`src/rtl/simple_dual_port_sram_pkg.sv`:
```
// ---------------------------------------------------------------------------
// simple_dual_port_sram_pkg
//   Shared SRAM definitions used by every SRAM block in this slice.
//   Holds the read-during-write mode encodings and the byte-lane width.
//   The file is include-guarded so it can be pulled into several
//   compilation units without redefinition errors.
//   No ports (package).
// ---------------------------------------------------------------------------
`ifndef SIMPLE_DUAL_PORT_SRAM_PKG_SV
`define SIMPLE_DUAL_PORT_SRAM_PKG_SV

package simple_dual_port_sram_pkg;

  // Result returned when a read and a write hit the same word in one cycle.
  typedef enum int {
    RDW_OLD_DATA = 0,
    RDW_NEW_DATA = 1
  } rdw_mode_e;

  // Width of one write-mask lane.
  localparam int SRAM_BYTE_WIDTH = 8;

  // Deepest read pipeline supported by the SRAM blocks.
  localparam int SRAM_MAX_READ_LATENCY = 2;

endpackage

`endif

```
`src/rtl/simple_dual_port_sram_byte_merge.sv`:
```
// ---------------------------------------------------------------------------
// sram_byte_merge
//   Combinational byte-lane merge: each byte of merged_word comes from
//   new_word when its mask bit is set, otherwise from old_word.
//   Ports:
//     old_word    in  WIDTH            current contents of the word
//     new_word    in  WIDTH            incoming write data
//     mask        in  WIDTH/8          per-byte select, bit i -> byte i
//     merged_word out WIDTH            resulting word
// ---------------------------------------------------------------------------
module sram_byte_merge
  import simple_dual_port_sram_pkg::*;
#(
  parameter int WIDTH = 32
) (
  input  logic [WIDTH-1:0]                 old_word,
  input  logic [WIDTH-1:0]                 new_word,
  input  logic [WIDTH/SRAM_BYTE_WIDTH-1:0] mask,
  output logic [WIDTH-1:0]                 merged_word
);

  localparam int NUM_BYTES = WIDTH / SRAM_BYTE_WIDTH;

  always_comb begin
    merged_word = old_word;
    for (int i = 0; i < NUM_BYTES; i++) begin
      if (mask[i]) begin
        merged_word[i*SRAM_BYTE_WIDTH +: SRAM_BYTE_WIDTH] =
          new_word[i*SRAM_BYTE_WIDTH +: SRAM_BYTE_WIDTH];
      end
    end
  end

endmodule

```
`src/rtl/simple_dual_port_sram.sv`:
```
// ---------------------------------------------------------------------------
// simple_dual_port_sram
//   One write port and one read port on a single clock, byte-maskable
//   writes, registered read data with a 1- or 2-stage read pipeline.
//   Addresses at or beyond DEPTH are ignored on write and read back as 0.
//   The memory array itself is never reset; only the read pipeline is.
//   Parameters:
//     WIDTH        word width in bits, multiple of 8
//     DEPTH        number of words (any value >= 2)
//     READ_LATENCY 1 or 2 clock edges from read request to rd_valid
//     RDW_MODE     same-address read-during-write: 0 old data, 1 new data
//   Ports:
//     clk      in   single clock, rising edge
//     rst      in   asynchronous active-high reset of the read pipeline
//     wr_en    in   write request
//     wr_addr  in   write word address
//     wr_data  in   write data
//     wr_mask  in   per-byte write enable
//     rd_en    in   read request
//     rd_addr  in   read word address
//     rd_data  out  registered read data, holds between reads
//     rd_valid out  one-cycle pulse per completed read
// ---------------------------------------------------------------------------
module simple_dual_port_sram
  import simple_dual_port_sram_pkg::*;
#(
  parameter  int WIDTH        = 32,
  parameter  int DEPTH        = 16,
  parameter  int READ_LATENCY = 1,
  parameter  int RDW_MODE     = 0,
  localparam int ADDR_WIDTH   = $clog2(DEPTH),
  localparam int NUM_BYTES    = WIDTH / 8
) (
  input  logic                  clk,
  input  logic                  rst,
  input  logic                  wr_en,
  input  logic [ADDR_WIDTH-1:0] wr_addr,
  input  logic [WIDTH-1:0]      wr_data,
  input  logic [NUM_BYTES-1:0]  wr_mask,
  input  logic                  rd_en,
  input  logic [ADDR_WIDTH-1:0] rd_addr,
  output logic [WIDTH-1:0]      rd_data,
  output logic                  rd_valid
);

  // One extra bit so the limit compare also works when DEPTH is a power of two.
  localparam logic [ADDR_WIDTH:0] DEPTH_LIMIT = (ADDR_WIDTH + 1)'(DEPTH);

  logic [WIDTH-1:0] mem [DEPTH];

  logic             wr_in_range;
  logic             rd_in_range;
  logic             rdw_bypass;
  logic [WIDTH-1:0] wr_old_word;
  logic [WIDTH-1:0] wr_merged_word;
  logic [WIDTH-1:0] rd_array_word;
  logic [WIDTH-1:0] rd_word;

  logic             s1_valid;
  logic [WIDTH-1:0] s1_data;

  assign wr_in_range = ({1'b0, wr_addr} < DEPTH_LIMIT);
  assign rd_in_range = ({1'b0, rd_addr} < DEPTH_LIMIT);

  // Array lookups are gated by the range check so an out-of-range address
  // never indexes past the end of the array; such reads return zero.
  always_comb begin
    wr_old_word   = '0;
    rd_array_word = '0;
    if (wr_in_range) begin
      wr_old_word = mem[wr_addr];
    end
    if (rd_in_range) begin
      rd_array_word = mem[rd_addr];
    end
  end

  // A single merge instance serves both the array update and the
  // new-data bypass: on a same-address collision the word being written
  // is exactly the word the reader should see.
  sram_byte_merge #(
    .WIDTH (WIDTH)
  ) u_byte_merge (
    .old_word    (wr_old_word),
    .new_word    (wr_data),
    .mask        (wr_mask),
    .merged_word (wr_merged_word)
  );

  // In old-data mode no bypass is needed: the array read above sees the
  // contents before this edge's write lands.
  assign rdw_bypass = (RDW_MODE == int'(RDW_NEW_DATA)) && wr_en &&
                      wr_in_range && rd_in_range && (wr_addr == rd_addr);

  assign rd_word = rdw_bypass ? wr_merged_word : rd_array_word;

  // Writing back the merged word leaves unmasked bytes unchanged, so a
  // zero mask is a harmless rewrite of the old value.
  always_ff @(posedge clk) begin
    if (wr_en && wr_in_range) begin
      mem[wr_addr] <= wr_merged_word;
    end
  end

  // First read stage: data only updates on a read so it holds between reads.
  always_ff @(posedge clk or posedge rst) begin
    if (rst) begin
      s1_valid <= 1'b0;
      s1_data  <= '0;
    end else begin
      s1_valid <= rd_en;
      if (rd_en) begin
        s1_data <= rd_word;
      end
    end
  end

  generate
    if (READ_LATENCY >= SRAM_MAX_READ_LATENCY) begin : g_two_stage
      logic             s2_valid;
      logic [WIDTH-1:0] s2_data;

      // Second stage copies the first every cycle; since s1_data already
      // holds between reads, s2_data holds too.
      always_ff @(posedge clk or posedge rst) begin
        if (rst) begin
          s2_valid <= 1'b0;
          s2_data  <= '0;
        end else begin
          s2_valid <= s1_valid;
          s2_data  <= s1_data;
        end
      end

      assign rd_valid = s2_valid;
      assign rd_data  = s2_data;
    end else begin : g_one_stage
      assign rd_valid = s1_valid;
      assign rd_data  = s1_data;
    end
  endgenerate

endmodule
```
`config.mk`:
```
export PLATFORM = sky130hd
export DESIGN_NAME = simple_dual_port_sram
export DESIGN_NICKNAME = d
export VERILOG_FILES = /design/src/rtl/simple_dual_port_sram_pkg.sv /design/src/rtl/simple_dual_port_sram_byte_merge.sv /design/src/rtl/simple_dual_port_sram.sv
export SDC_FILE = /design/constraint.sdc
export NUM_CORES = 1
export LEC_CHECK = 0
export BUFFER_PORTS_ARGS = -buffer_cell sky130_fd_sc_hd__buf_4
export CORE_MARGIN = 1
export CORE_UTILIZATION = 35
export CTS_CLUSTER_SIZE = 24
export DETAILED_ROUTE_END_ITERATION = 6
export GPL_ROUTABILITY_DRIVEN = 0
export PLACE_DENSITY = 0.59
export SLEW_MARGIN = 5
export SYNTH_ARGS = -nofsm -noshare
export SYNTH_HDL_FRONTEND = slang
export SYNTH_SLANG_ARGS = --single-unit
```
`constraint.sdc`:
```
create_clock -name clk -period 1.3 [get_ports clk]
set_input_delay 0.065 -clock clk [delete_from_list [all_inputs] [get_ports clk]]
set_output_delay 0.065 -clock clk [all_outputs]
set_load 0.02 [all_outputs]
```
==> impl_metrics.tcl, run 1 <==
set metrics [dict create \
    outcome "finished with violations" \
    violations "design-rule violations, negative setup slack" \
    netlist_top_cells_area "edfxtp_1 73%, mux4_2 14%, dfrtp_1 3.9%" \
    grt_max_degree 34 \
    clkSlewWorstSetupHoldPaths_ns 0.06 \
    synth-compound-area-share_pct 3.30 \
    finClkSkew_ns 0.0159 \
    antenna_cells 0 \
    antenna_found_initial 3 \
    finalCritPeriodShare_pct 101 \
    dieArea_um2 61000 \
    slew_headroom_pct 68.7 \
    tns_ns -0.0625 \
    mostFrequentLayoutCells "512 x edfxtp_1, 183 x buf_4, 128 x mux4_2" \
    viasPerCell 5.12 \
    io_buffers 80 \
    synth-edff-count 512 \
    crit_required_ns 1.74 \
    hold_path.class "primary input to async pin" \
    hold_viol 0 \
    final-setup-viol-count 5 \
    cp_cell_sequence "mux4_2 -> mux2i_2 -> a221oi_1" \
    worst_pin_slew_ns 0.468 \
    antenna_left 0 \
    ys_types 23 \
    cts_root_buffer "clkbuf_16" \
    ioPinCount 81 \
    grt_overflow 0 \
    avgSynthCellArea_um2 22.1 \
    synth.area.mux_share_pct 15.2 \
    synth_xor_area_share_pct 0 \
    route.detailed.drc 16 \
    synth_cells 949 \
    powerDensity_nw_per_um2 1460 \
    synth_fp_nets 997 \
    final_common_cell "edfxtp_1" \
    cp_slowest_cell "mux4_2" \
    start_kind "flop" \
    critPathKind "flop to flop" \
    synthToLayoutAreaGrowth_pct 22.1 \
    drt_iter0_drc 724 \
    synth-seq-cells 545 \
    cts_tree "yes" \
    start_util_pct 35.5 \
    synth-simple-area-share_pct 2.36 \
    rsz0062_at_grt "true" \
    peakVddDrop_mv 0.883 \
    grt_first_pass_wirelength_um 70000 \
    ys_seq_area_share_pct 77.1 \
    grt_pass1_vias 10700 \
    htreeDepth 2 \
    synth_top_family_by_area "multiplexers" \
    p_leak_nw 8.49 \
    core_area_um2 59100 \
    fin_nets 1242 \
    dr.pass1.iters 7 \
    async_flop_share_pct 6.06 \
    finalCriticalPeriod_ns 1.32 \
    routed_wl_um 47400 \
    finalPower_mw 37.3 \
    crit_path_max_fanout 1 \
    yosys_most_used_dff "edfxtp_1" \
    cts_buffers 52 \
    clockBufferDepth 3 \
    wl_per_cell_um 23.6 \
    insertion_delay_ns 0.59 \
    syn_area_um2 21000 \
    cap_viol_max_count 0 \
    fin_ws_ns -0.0194 \
    critical-path-max-stage-delay_ns 0.49 \
    synthAdderAreaFrac_pct 0 \
    maxSlewViolCount 0 \
    grt_usage_pct 15.9 \
    ys_warn_count 0 \
    yosys.area.top_type_share_pct 73.2 \
    end_kind "flop" \
    drive_above_1_share_pct 39.0 \
    timing.fmax_mhz 758 \
    dp_hpwl_um 30100 \
    vias 10300 \
    clock_sinks 545 \
    fp.dieH_um 247 \
    fin_util_pct 43.4 \
    synth_top_area_cell "edfxtp_1" \
    arrival_ns 1.76 \
    rows 89 \
    die_w_um 247 \
]
path summary, 6_finish.rpt:
path | startpoint | endpoint | slack, ns | cells past startpoint
worst max-delay path | mem[15][13] | rd_data[13] | -0.02 | 3
worst min-delay path | rst | rd_data[23] | 0.08 | 4
worst max register to register | mem[15][13] | rd_data[13] | -0.02 | 3
max in group asynchronous | rst | rd_data[4] | 0.87 | 4
worst min register to register | rd_data[15] | rd_data[15] | 0.57 | 2
min in group clk | rd_addr[1] | rd_data[8] | 0.12 | 4
layer usage:
metal / GRT usage [%] / routed length, um / vias to the layer above
met4: 5.05 / 1210 / 6
li1: - / - / 4454
met3: 2.60 / 2510 / 79
met1: 21.6 / 20300 / 5481
met2: 26.1 / 23300 / 263
met5: 0 / 37 / -
stage by stage:
stage	area, um2	hold slack (ns)	instances	setup slack, ns
floorplan	21000	0.0964	949	0.000721
global placement	23400	0.145	1879	-0.355
detailed placement	23400	0.149	1879	-0.393
CTS	25600	0.0638	2010	-0.0548
global route	25700	0.120	2009	-0.0724
finish	25700	0.0821	2009	-0.0194
cell type report:
| class | count | area, um2 |
|---|---|---|
| clock buffer | 75 | 1500 |
| clock inverter | 21 | 211 |
| fill | 5058 | 33500 |
| inverter | 1 | 3.75 |
| multi-input combinational | 349 | 4560 |
| sequential | 545 | 16200 |
| tap | 773 | 967 |
| timing repair buffer | 245 | 2220 |
cells by family (layout without fill, tap and decap cells):
group / Yosys count / in the layout
compound gates: 64 / 64
buf+inv: 55 / 342
flops: 545 / 545
mux: 160 / 160
simple gates: 125 / 125
critical path: cells and delay by family (launching register included):
family / cells / cell delay, ns
compound gates: 1 / 0.11
flops: 1 / 0.38
mux: 2 / 0.69
registers in the layout (all words and copies together), names as in the netlist:
register	flops
rd_valid	1
rd_data	32
mem	512
cell usage after synthesis, types with 3 or more instances:
cell type and count:
o22ai_1 22, buf_8 5, mux4_2 128, nand2_1 13, buf_6 8, a221oi_1 8
buf_12 3, edfxtp_1 512, buf_4 9, a221oi_2 24, nor2_1 98, dfrtp_1 33
mux2i_1 32, nand3_1 6, clkbuf_1 18, nor2b_1 4, o22ai_2 10, buf_2 11
report_power, final:
part	switching, mW	internal, mW
clock	6.25	8.79
sequential	0.168	19.5
combinational	1.39	1.23
total	7.81	29.5
repair_timing:
item / CTS / global route
resized for setup: 19 / 15
pin swaps: 3 / 1
cloned: 0 / 0
hold endpoints to repair: 577 / 0
hold buffers: 34 / 0
setup endpoints to repair: 20 / 25
setup buffers: 1 / 0
Power figures use the tool's default switching activity.
==> run 2, diff against run 1 <==
Settings changed: TNS_END_PERCENT set to 20.
==> run 2 against run 1 <==
Compared with the run above: the run still ends with design-rule violations, negative setup slack left; hold slack better by 0.0016 ns; final cell count about the same; first-iteration DRC count up 2.2%; combinational power about the same; clock-buffer cell count unchanged; core utilization about the same; clock power about the same; critical path type unchanged.
==> impl_metrics.tcl, run 2 (synthesis gave the netlist of run 1 again) <==
set metrics [dict create \
    fin_util_pct 43.4 \
    dp_hpwl_um 30100 \
    r2r_cells 3 \
    grt_pass1_vias 10700 \
    nFillCells 5060 \
    critical-path-max-stage-delay_ns 0.49 \
    place_inst 1879 \
    cts_buffers 52 \
    cp_cell_sequence "mux4_2 -> mux2i_2 -> a221oi_1" \
    route.detailed.drc 16 \
    finClkSkew_ns 0.0136 \
    cts_root_buffer "clkbuf_16" \
    drt_iter0_drc 740 \
    finalCriticalPeriod_ns 1.32 \
    io_buffers 80 \
    crit_buf_inv 0 \
    final_common_cell "edfxtp_1" \
    slew_headroom_pct 68.8 \
    cp_slowest_cell "mux4_2" \
    clock_sinks 545 \
    top_register "mem" \
    end_kind "flop" \
    insertion_delay_ns 0.59 \
    maxSlewViolCount 0 \
    start_util_pct 35.5 \
    crit_path_max_fanout 1 \
    htreeDepth 2 \
    finalCritPeriodShare_pct 101 \
    outcome "finished with violations" \
    timing.fmax_mhz 758 \
    grt_first_pass_wirelength_um 70100 \
    final-setup-viol-count 3 \
    fin_ws_ns -0.0193 \
    grt_overflow 0 \
    fp.dieH_um 247 \
    cp.depth 3 \
    viasPerCell 5.10 \
    violations "design-rule violations, negative setup slack" \
    worst_pin_slew_ns 0.467 \
    synthToLayoutAreaGrowth_pct 22.1 \
    clkSlewWorstSetupHoldPaths_ns 0.06 \
    rsz0062_at_grt "true" \
    dieArea_um2 61000 \
    peakVddDrop_mv 0.879 \
    instances_no_fill 2008 \
    finalPower_mw 37.3 \
    antenna_cells 0 \
    fin_nets 1241 \
    antenna_left 0 \
    grt_max_degree 34 \
    crit_family "multiplexers" \
    core_area_um2 59100 \
    holdWs_ns 0.0837 \
    drive_above_1_share_pct 38.9 \
    wl_per_cell_um 23.6 \
    grt_usage_pct 15.9 \
    largest_reg_flops 512 \
    start_kind "flop" \
    hold_path.class "primary input to async pin" \
    critPathKind "flop to flop" \
    routed_wl_um 47400 \
    p_leak_nw 8.49 \
    crit_required_ns 1.74 \
    dr.pass1.iters 7 \
    cap_viol_max_count 0 \
    mostFrequentLayoutCells "512 x edfxtp_1, 181 x buf_4, 128 x mux4_2" \
    cts_tree "yes" \
    hold_viol 0 \
    tns_ns -0.0537 \
    rows 89 \
    ioPinCount 81 \
    vias 10200 \
    antenna_found_initial 3 \
    clockBufferDepth 3 \
    powerDensity_nw_per_um2 1450 \
    die_w_um 247 \
    arrival_ns 1.76 \
]
==> run 2: cell types whose count changed in the layout (fill, tap and decap cells not counted) <==
cell   change
buf_6      +1
buf_4      -2
==> run 2: tightest hold or removal path, cell delays in order <==
cell,delay [ns]
dlygate4sd3_1,0.53
buf_4,0.13
inv_2,0.04
buf_4,0.29
==> run 2: what timing repair did <==
action / 4_1_cts / 5_1_grt
setup endpoints to repair: 20 / 25
resized for setup: 19 / 16
hold endpoints to repair: 577 / 0
pin swaps: 1 / 3
buffers inserted: 0 / 0
hold buffers: 34 / 0
==> run 2: metrics by stage <==
stage               setup slack, ns  instance area [um2]
floorplan                  0.000721                21000
global placement             -0.355                23400
detailed placement           -0.393                23400
CTS                         -0.0548                25600
global route                -0.0724                25700
finish                      -0.0193                25700
==> run 2: power by group <==
part / total [mW] / leakage, nW / switching [mW] / internal, mW
sequential: 19.7 / 4.98 / 0.170 / 19.5
combinational: 2.61 / 2.67 / 1.39 / 1.22
clock: 15.0 / 0.844 / 6.24 / 8.79
total: 37.3 / 8.49 / 7.80 / 29.5
==> run 2: final cells by class <==
type                       count  area [um2]  share of cell area, %
sequential                   545       16200                   63.1
clock buffer                  75        1500                   5.84
inverter                       1        3.75                 0.0146
timing repair buffer         244        2220                   8.64
tap                          773         967                   3.77
clock inverter                21         211                  0.824
multi-input combinational    349        4560                   17.8
==> run 2: layer usage <==
layer / track usage (%) / share of wire, % / vias up
met5: 0 / 0.078 / -
met1: 21.7 / 43 / 5469
li1: - / - / 4451
met4: 5.14 / 2.6 / 6
met2: 26.1 / 49 / 239
met3: 2.60 / 5.1 / 79
==> run 2: worst paths after layout <==
check / startpoint / to / slack, ns
worst max-delay path: mem[15][13] / rd_data[13] / -0.02
worst min-delay path: rst / rd_data[23] / 0.08
worst max register to register: mem[15][13] / rd_data[13] / -0.02
worst min register to register: rd_data[15] / rd_data[15] / 0.57
max in group asynchronous: rst / rd_data[4] / 0.88
min in group clk: rd_addr[1] / rd_data[8] / 0.12
